### config.mk
export PLATFORM = sky130hd
export DESIGN_NAME = fetch_stage
export DESIGN_NICKNAME = d
export VERILOG_FILES = /design/src/rtl/fetch_stage.sv
export SDC_FILE = /design/constraint.sdc
export NUM_CORES = 1
export LEC_CHECK = 0
export CAP_MARGIN = 20
export CORE_ASPECT_RATIO = 1.25
export CORE_MARGIN = 2
export CORE_UTILIZATION = 52
export CTS_CLUSTER_DIAMETER = 80
export DETAILED_ROUTE_END_ITERATION = 7
export GPL_TIMING_DRIVEN = 0
export PLACE_DENSITY_LB_ADDON = 0.15
export SYNTH_ARGS = -nofsm -noshare
export SYNTH_HDL_FRONTEND = slang
export SYNTH_SLANG_ARGS = --single-unit
### constraint.sdc
create_clock -name clk -period 3.4 [get_ports clk]
set_input_delay 0.51 -clock clk [delete_from_list [all_inputs] [get_ports clk]]
set_output_delay 0.51 -clock clk [all_outputs]
set_load 0.05 [all_outputs]
### src/rtl/fetch_stage.sv
// fetch_stage
//   Instruction-fetch stage plus IF/ID pipeline register for the 16-bit,
//   4-bit-opcode core. Drives a synchronous-read (1-cycle latency)
//   instruction memory, sequences the PC, and keeps a one-entry skid
//   buffer so a response arriving during a stall is never lost. Taken
//   branches squash everything in flight. The HALT opcode (4'hF) stops
//   fetch until reset.
//
// Parameters
//   ADDR_WIDTH    : instruction word-address width (PC width)
//   RESET_PC      : PC loaded on reset
//
// Ports
//   clk           : clock, rising edge
//   reset         : synchronous, active-high
//   stall         : decode cannot accept; IF/ID and PC hold
//   branch_taken  : redirect fetch to branch_target (overrides stall)
//   branch_target : redirect address
//   imem_en       : memory read request this cycle
//   imem_addr     : memory read address (the PC register)
//   imem_rdata    : word for the address requested in the previous cycle
//   if_id_valid   : IF/ID holds a live instruction
//   if_id_instr   : fetched instruction
//   if_id_pc      : address of if_id_instr
//   opcode        : if_id_instr[15:12]
//   reg_rt_id     : if_id_instr[3:0] (also the REGIMM sub-function)
//   halted        : sticky, set when HALT reaches IF/ID
module fetch_stage #(
    parameter int unsigned                ADDR_WIDTH = 8,
    parameter logic [ADDR_WIDTH-1:0]      RESET_PC   = '0
) (
    input  logic                  clk,
    input  logic                  reset,
    input  logic                  stall,
    input  logic                  branch_taken,
    input  logic [ADDR_WIDTH-1:0] branch_target,
    output logic                  imem_en,
    output logic [ADDR_WIDTH-1:0] imem_addr,
    input  logic [15:0]           imem_rdata,
    output logic                  if_id_valid,
    output logic [15:0]           if_id_instr,
    output logic [ADDR_WIDTH-1:0] if_id_pc,
    output logic [3:0]            opcode,
    output logic [3:0]            reg_rt_id,
    output logic                  halted
);

    localparam logic [3:0] OP_HALT = 4'hF;

    logic [ADDR_WIDTH-1:0] pc;
    logic                  f_valid;
    logic [ADDR_WIDTH-1:0] f_pc;
    logic                  sk_valid;
    logic [15:0]           sk_instr;
    logic [ADDR_WIDTH-1:0] sk_pc;

    // Candidate word for IF/ID: the skid entry is older than any response,
    // so it always wins. Both cannot be live at once because nothing issues
    // while stalled.
    logic                  fill_valid;
    logic [15:0]           fill_instr;
    logic [ADDR_WIDTH-1:0] fill_pc;

    always_comb begin
        fill_valid = sk_valid | f_valid;
        fill_instr = sk_valid ? sk_instr : imem_rdata;
        fill_pc    = sk_valid ? sk_pc    : f_pc;
    end

    assign imem_en   = ~reset & ~stall & ~branch_taken & ~halted;
    assign imem_addr = pc;
    assign opcode    = if_id_instr[15:12];
    assign reg_rt_id = if_id_instr[3:0];

    always_ff @(posedge clk) begin
        if (reset) begin
            pc          <= RESET_PC;
            f_valid     <= 1'b0;
            f_pc        <= '0;
            sk_valid    <= 1'b0;
            sk_instr    <= '0;
            sk_pc       <= '0;
            if_id_valid <= 1'b0;
            if_id_instr <= '0;
            if_id_pc    <= '0;
            halted      <= 1'b0;
        end else begin
            if (imem_en) begin
                pc      <= pc + 1'b1;
                f_valid <= 1'b1;
                f_pc    <= pc;
            end else begin
                f_valid <= 1'b0;
            end

            if (halted) begin
                // HALT stays presented until decode takes it, then bubbles.
                // Branches are ignored from here until reset.
                if (!stall) begin
                    if_id_valid <= 1'b0;
                end
                sk_valid <= 1'b0;
            end else if (branch_taken) begin
                pc          <= branch_target;
                if_id_valid <= 1'b0;
                sk_valid    <= 1'b0;
                f_valid     <= 1'b0;
            end else if (stall) begin
                if (f_valid) begin
                    sk_valid <= 1'b1;
                    sk_instr <= imem_rdata;
                    sk_pc    <= f_pc;
                end
            end else if (fill_valid) begin
                if_id_valid <= 1'b1;
                if_id_instr <= fill_instr;
                if_id_pc    <= fill_pc;
                sk_valid    <= 1'b0;
                if (fill_instr[15:12] == OP_HALT) begin
                    halted  <= 1'b1;
                    // Drop the request issued alongside the HALT load.
                    f_valid <= 1'b0;
                end
            end else begin
                if_id_valid <= 1'b0;
            end
        end
    end

endmodule

# Yosys cells after proc, flatten, opt, wreduce, memory -nomap -nowiden
# Index checks and enable logic that the tools add are counted.
# Widths: inputs -> output; s select.
[totals] inputBits=28 wordCells=53 output_inout_bits=43 reg_bits=68
[op_classes] bitwise=8 muxes=24 n_reduce_logical=6 n_addsub=1 n_eq_ne=4
[ops] operator="$mux 8" count=4
[ops] operator="$mux 1" count=19
[ops] operator="$mux 16" count=1
[ops] operator="$add 8x1->8 const B" count=1
[ops] operator="$reduce_and 4->1" count=2
[ops] operator="$eq 4x4->1 const B" count=1
[ops] operator="$ne 2x1->1 const B" count=2
[ops] operator="$not 1->1" count=4
[ops] operator="$reduce_and 2->1" count=2
[ops] operator="$and 1x1->1" count=3
[ops] operator="$reduce_or 3->1" count=1
[ops] operator="$ne 2x2->1 const B" count=1
[ops] operator="$reduce_bool 2->1" count=1
[ops] operator="$or 1x1->1" count=1

# Longest topological paths before layout
# Gate-level depths: netlist (run 1).
[depth] word_depth=10 mapped_depth=6 mapped_depth_nobuf=5

# Worst setup path before layout (run 1)
# No wires, ideal clock.
[synth_timing] path_kind="register -> output" from="register halted" to="output imem_en" arrival_ns=1.419 setup_slack_ns=1.471 t_required_ns=2.890 path_buffers=2 path_stages_with_launch=4 cell_sequence="dfxtp_1 > nor4_2 > buf_4 > buf_2"
[synth_via] elab_chain_cells=2
[synth_lines] element="from (decl)" line_no="45" source="output logic halted"
[synth_lines] element="from (signal assigned)" line_no="86" source="halted <= 1'b0;"
[synth_lines] element="from (signal assigned)" line_no="120" source="halted <= 1'b1;"
[synth_lines] element="$not 1->1 (no line)"
[synth_lines] element="$and 1x1->1" line_no="70" source="assign imem_en = ~reset & ~stall & ~branch_taken & ~halted;"
[synth_lines] element="to (decl)" line_no="37" source="output logic imem_en,"
# Every way passes these cells.

# Final worst setup path (run 1)
[layout_timing] from="input stall" to="output imem_en"
[layout_via] elab_chain_cells=4
[layout_lines] element="from (decl)" line_no="34" source="input logic stall,"
[layout_lines] element="$not 1->1 (no line)"
[layout_lines] element="$and 1x1->1 (3 in series)" line_no="70"
# Every way passes these cells.

==> results.py, run 1 <==
metrics = {
    "status": {
        "status": "complete, no violations",
    },
    "logic_synthesis": {
        "yosys.cell_types.count": 30,
        "syn_inst": 322,
        "synth_edf_count": 0,
        "async_reset_ff_frac": 0,
        "synth_top_area_frac": 0.4808,
        "syn_area_um2": 2831,
        "postSynthAreaPerCell_um2": 8.793,
        "synth_warnings": 0,
        "synth_area_leader_cell": "dfxtp_1",
        "synth.area.top_cells": "dfxtp_1 48%, mux2i_1 9.5%, a211oi_1 8.2%",
        "syn-num-nets": 351,
        "synth-seq-cells": 68,
        "yosysSeqAreaShare": 0.4808,
        "ys.flop_type": "dfxtp_1",
    },
    "hold_path": {
        "holdPathEnd": "sk_instr[6]",
        "min_from": "sk_instr[6]",
        "hold_path_depth": 2,
        "hold_class": "reg -> reg",
    },
    "clock_tree": {
        "clock_latency_ps": 340,
        "htree_levels": 3,
        "clk_pin_slew_worst_paths_ps": 70,
        "cts_sinks": 68,
        "cts_made_buffers": 9,
        "clk_path_buf_depth": 2,
        "postCtsResizedCells": 0,
        "cts_root_buf": "clkbuf_8",
        "cts-hold-fix-buffers": 0,
        "cts_setup_buffers": 0,
        "cts_tree": "built",
    },
    "cells_and_area": {
        "syn_to_final_growth_pct": 32.88,
        "multi_input_area_um2": 1301,
        "drive_gt1_frac": 0.08108,
        "final-seq-area_um2": 1361,
        "fin_nets": 432,
        "n_antenna_cell": 0,
        "stdcell_count": 471,
        "fillers": 477,
    },
    "timing": {
        "clock-skew-final_ps": 7.181,
        "rsz0062_at_grt": "false",
        "finalSetupTns_ps": 0,
        "slew_viol_final": 0,
        "setup_viol": 0,
        "slew_headroom": 0.6128,
        "layout_min_cycle_time_ps": 3318,
        "tightest_slew_ps": 580.8,
        "hold_violations": 0,
        "max_clock_freq_mhz": 301.4,
        "finalCritPeriodShare": 0.9759,
    },
    "die": {
        "core_um2": 5330,
        "io_pins": 71,
        "start_util": 0.5312,
        "rows": 30,
        "die_height_um": 86.50,
        "die-area_um2": 6055,
        "die_w_um": 70,
    },
    "routing": {
        "routed-via-count": 2482,
        "ant_nets": 0,
        "drt_pass1_iterations": 4,
        "wire_per_inst_um": 13.58,
        "via_per_inst": 5.270,
        "drt_iter0_drc": 69,
        "drc": 0,
        "routed_wl_um": 6397,
    },
    "global_route": {
        "busiest_layer": "met2",
        "grtUsageMet3": 0.04535,
        "grt_pass1_wl_um": 10430,
        "antenna_found_initial": 0,
        "use_met2": 0.3723,
        "grt_pass1_vias": 2280,
        "grt_util_met1": 0.2608,
        "overflow": 0,
        "grt.total_usage": 0.2197,
        "grt_max_degree": 11,
    },
    "placed_design": {
        "dpl.cell_count": 456,
        "place.gp.congestion": 0.7864,
        "hpwl_um": 4668,
        "portBuffers": 70,
    },
    "critical_path": {
        "cp_common_cell": "clkdlybuf4s50_1",
        "endpoint_kind": "output port",
        "worstSetupStartpoint": "stall",
        "crit_buf_inv": 4,
        "ff2ff_path_depth": 5,
        "cp.arrival_ps": 2810,
        "regToRegSetupSlack_ps": 1680,
        "critPathKind": "in -> out",
        "cp_slowest_cell": "clkdlybuf4s50_1",
        "regToRegStartpoint": "halted",
        "cp_slowest_stage_delay_ps": 830,
        "cp_top_family": "buffers and inverters",
        "cp_max_fo": 10,
        "timing.rr.end": "if_id_instr[6]",
        "startpoint_type": "input pin",
        "path_cells": "clkdlybuf4s50_1, nor4_2, buf_4, buf_2, clkdlybuf4s50_1",
        "required_ps": 2890,
    },
    "power": {
        "finalPower_mw": 1.590,
        "peakVddDrop_mv": 0.3167,
        "powerDensity_nw_per_um2": 422.5,
        "leakage_nw": 1.251,
    },
    "job": {
        "cap_violations": 0,
    },
}
## area by class of cell
| class | instances | share of cell area |
|---|---|---|
| Multi-Input combinational cell | 221 | 0.3459 |
| Clock buffer | 12 | 0.03592 |
| Tap cell | 64 | 0.02128 |
| Timing Repair Buffer | 70 | 0.1862 |
| Inverter | 2 | 0.001995 |
| Buffer | 31 | 0.04290 |
| Sequential cell | 68 | 0.3618 |
| Clock inverter | 3 | 0.003991 |
## cells in the final DEF, fill, tap and decap left out, types with 4 or more instances in the layout
| master | Yosys | final |
|---|---|---|
| nor2_1 | 39 | 39 |
| a211oi_1 | 31 | 31 |
| clkbuf_1 | 13 | 16 |
| buf_4 | 9 | 9 |
| clkdlybuf4s50_1 | 0 | 70 |
| xnor2_1 | 4 | 4 |
| mux2i_1 | 27 | 27 |
| nand2_1 | 57 | 57 |
| a21oi_1 | 24 | 24 |
| buf_2 | 9 | 9 |
| nand2b_1 | 7 | 7 |
| clkbuf_8 | 0 | 9 |
| dfxtp_1 | 68 | 68 |
| o21ai_0 | 8 | 8 |
## layer usage
metal | part of all wire | up-vias
met2 | 0.48 | 61
li1 | - | 1267
met4 | 0.023 | 0
met5 | 0 | -
met3 | 0.043 | 14
met1 | 0.45 | 1140
## worst max-delay path by stage
stage | endpoint | depth (start not counted)
after floorplan | imem_en | 3
after global placement | imem_en | 5
after detailed placement | imem_en | 5
after CTS | imem_en | 5
after global routing | imem_en | 5
final | imem_en | 5
## sequential cells by signal, indices dropped and copies added, names as in the netlist
register,cells
sk_instr,16
if_id_valid,1
halted,1
if_id_pc,8
sk_valid,1
f_pc,8
if_id_instr,16
imem_addr,8
sk_pc,8
f_valid,1
## synth_stat cells, types with 2 or more instances
library cell	number
nand2b_1	7
nand4_1	3
nand3_1	3
a211oi_1	31
nor2_1	39
inv_1	2
buf_4	9
buf_2	9
o21ai_0	8
mux2i_1	27
dfxtp_1	68
xnor2_1	4
nand2_1	57
a21oi_1	24
clkbuf_1	13
xor2_1	3
and4_1	2
## power by group
group / switching, mW / internal, mW
clock: 0.284 / 0.258
combinational: 0.124 / 0.0887
sequential: 0.0184 / 0.817
## worst min-delay path: cells and delay by family, from the launching register on
kind / cells / cell delay (ps)
AO/OA/AOI/OAI: 1 / 50
flip-flops: 1 / 310
AND/OR/NAND/NOR: 1 / 50
## metrics by stage
| step | utilization | area (um^2) | hold WS, ps | setup slack, ps |
|---|---|---|---|---|
| 4_1_cts | 0.7059 | 3762 | 455.5 | 91.21 |
| 3_3_place_gp | 0.6777 | 3612 | 441.0 | 113.6 |
| 6_report | 0.7059 | 3762 | 455.8 | 82.09 |
| 2_1_floorplan | - | 2831 | 436.0 | 1471 |
| 3_5_place_dp | 0.6777 | 3612 | 446.2 | 100.2 |
| 5_1_grt | 0.7059 | 3762 | 473.3 | 2.101 |
## kinds of logic after synthesis
family                   count (synthesis)  synth area share
AO/OA/AOI/OAI                           65            0.1449
XOR/XNOR                                 7           0.02165
adder cells (fa/ha/maj)                  1          0.004418
buffers and inverters                   33           0.05965
flip-flops                              68            0.4808
multiplexers                            27           0.09545
AND/OR/NAND/NOR                        121            0.1931
No activity file was read; power rests on OpenSTA's default activity.
==> inputs of run 2 (changes only) <==
Settings changed: CORE_ASPECT_RATIO 1.25 to 2.
==> results.py, run 2 (synthesis gave the netlist of run 1 again) <==
metrics = {
    "routing": {
        "via_per_inst": 5.316,
        "drt_iter0_drc": 65,
        "ant_nets": 0,
        "routed_wl_um": 6521,
        "drt_pass1_iterations": 4,
        "wire_per_inst_um": 13.93,
        "routed-via-count": 2488,
        "drc": 0,
    },
    "power": {
        "power_frac_clock": 0.386,
        "pwr-share-seq": 0.489,
        "p_comb_frac": 0.125,
        "intPower_mw": 1.247,
        "swShare": 0.2705,
        "p_switching_mw": 0.4623,
        "leakage_nw": 1.267,
        "finalPower_mw": 1.709,
        "peakVddDrop_mv": 0.4926,
        "powerDensity_nw_per_um2": 448.9,
    },
    "critical_path": {
        "cp_common_cell": "clkdlybuf4s50_1",
        "crit_buf_inv": 4,
        "cp_slowest_cell": "clkdlybuf4s50_1",
        "critPathKind": "in -> out",
        "cp_slowest_stage_delay_ps": 830,
        "cp.arrival_ps": 2790,
        "required_ps": 2890,
        "endpoint_kind": "output port",
        "startpoint_type": "input pin",
        "cp_max_fo": 10,
        "path_cells": "clkdlybuf4s50_1, nor4_2, buf_4, buf_2, clkdlybuf4s50_1",
        "cp_top_family": "buffers and inverters",
    },
    "global_route": {
        "grt.total_usage": 0.2258,
        "grt_max_degree": 14,
        "antenna_found_initial": 0,
        "grt_pass1_vias": 2393,
        "grt_pass1_wl_um": 10760,
        "overflow": 0,
    },
    "job": {
        "cap_violations": 0,
    },
    "clock_tree": {
        "clk_path_buf_depth": 2,
        "cts-hold-fix-buffers": 0,
        "htree_levels": 3,
        "clk_pin_slew_worst_paths_ps": 70,
        "cts_made_buffers": 9,
        "cts_sinks": 68,
        "cts_setup_buffers": 0,
        "clock_latency_ps": 350,
        "postCtsResizedCells": 0,
        "cts_tree": "built",
        "cts_root_buf": "clkbuf_8",
    },
    "cells_and_area": {
        "layout_common_cells": "70 x clkdlybuf4s50_1, 68 x dfxtp_1, 57 x nand2_1",
        "syn_to_final_growth_pct": 34.47,
        "fillers": 439,
        "top_regs": "if_id_instr (16), sk_instr (16)",
        "multi_input_area_um2": 1301,
        "design_area_um2": 3807,
        "final-seq-area_um2": 1361,
        "fin_nets": 432,
        "final_common_cell": "clkdlybuf4s50_1",
        "n_antenna_cell": 0,
        "drive_gt1_frac": 0.09069,
        "stdcell_count": 468,
    },
    "timing": {
        "hold_violations": 0,
        "finalCritPeriodShare": 0.9695,
        "slew_headroom": 0.6353,
        "layout_min_cycle_time_ps": 3296,
        "rsz0062_at_grt": "false",
        "tightest_slew_ps": 547.0,
        "finalSetupTns_ps": 0,
        "max_clock_freq_mhz": 303.4,
        "setup_viol": 0,
        "clock-skew-final_ps": 6.810,
        "fin_hold_ws_ps": 455.5,
        "slew_viol_final": 0,
    },
    "die": {
        "die_height_um": 108.4,
        "start_util": 0.5317,
        "die_w_um": 56.18,
        "io_pins": 71,
        "core_um2": 5325,
        "rows": 38,
        "die-area_um2": 6087,
    },
    "placed_design": {
        "hpwl_um": 4971,
        "place.gp.congestion": 0.8230,
        "dpl.cell_count": 452,
        "portBuffers": 70,
        "placed_cell_area_um2": 3607,
    },
    "hold_path": {
        "hold_class": "reg -> reg",
    },
    "status": {
        "status": "complete, no violations",
    },
}
run 2: cell count changes in the layout (fill, tap and decap cells not counted), sizes merged:
cell and delta:
clkbuf -3, clkinvlp +2, inv +1, bufinv +1
run 2: area by class of cell:
cell class | count | share of cell area
Clock inverter | 7 | 0.02005
Inverter | 2 | 0.001972
Clock buffer | 9 | 0.03253
Timing Repair Buffer | 70 | 0.1840
Multi-Input combinational cell | 221 | 0.3418
Tap cell | 60 | 0.01972
Buffer | 31 | 0.04239
Sequential cell | 68 | 0.3575
run 2: tightest hold or removal path: stages (launching register included):
cell and delay (ps):
dfxtp_1 310, nand2_1 50, a21oi_1 50
run 2: per-layer routing:
metal,vias to the layer above,global-route usage,part of all wire,wire length (um)
met4,0,0.1105,0.020,131
met3,9,0.05981,0.043,280
met2,60,0.4059,0.54,3490
li1,1265,-,-,-
met5,-,0,0,0
met1,1154,0.2392,0.40,2618
run 2: path summary, 6_finish.rpt:
kind,from,depth (start not counted),end,slack [ps]
worst max-delay path,stall,5,imem_en,100
worst min-delay path,sk_instr[11],2,sk_instr[11],460
worst max register to register,halted,5,if_id_instr[9],1620
worst min register to register,sk_instr[11],2,sk_instr[11],460
run 2: power by group through the flow:
| stage | Combinational (mW) | Sequential (mW) | Clock (mW) |
|---|---|---|---|
| floorplan | 0.0776 | 0.899 | 0 |
| global placement | 0.210 | 0.853 | 0 |
| detailed placement | 0.214 | 0.854 | 0 |
| CTS | 0.215 | 0.835 | 0.674 |
| global route | 0.228 | 0.838 | 0.708 |
| finish | 0.213 | 0.835 | 0.660 |
run 2: metrics by stage:
step	util	setup WS [ps]
2_1_floorplan	-	1471
3_3_place_gp	0.6774	120.3
3_5_place_dp	0.6774	118.8
4_1_cts	0.7150	115.5
5_1_grt	0.7150	12.03
6_report	0.7150	103.7
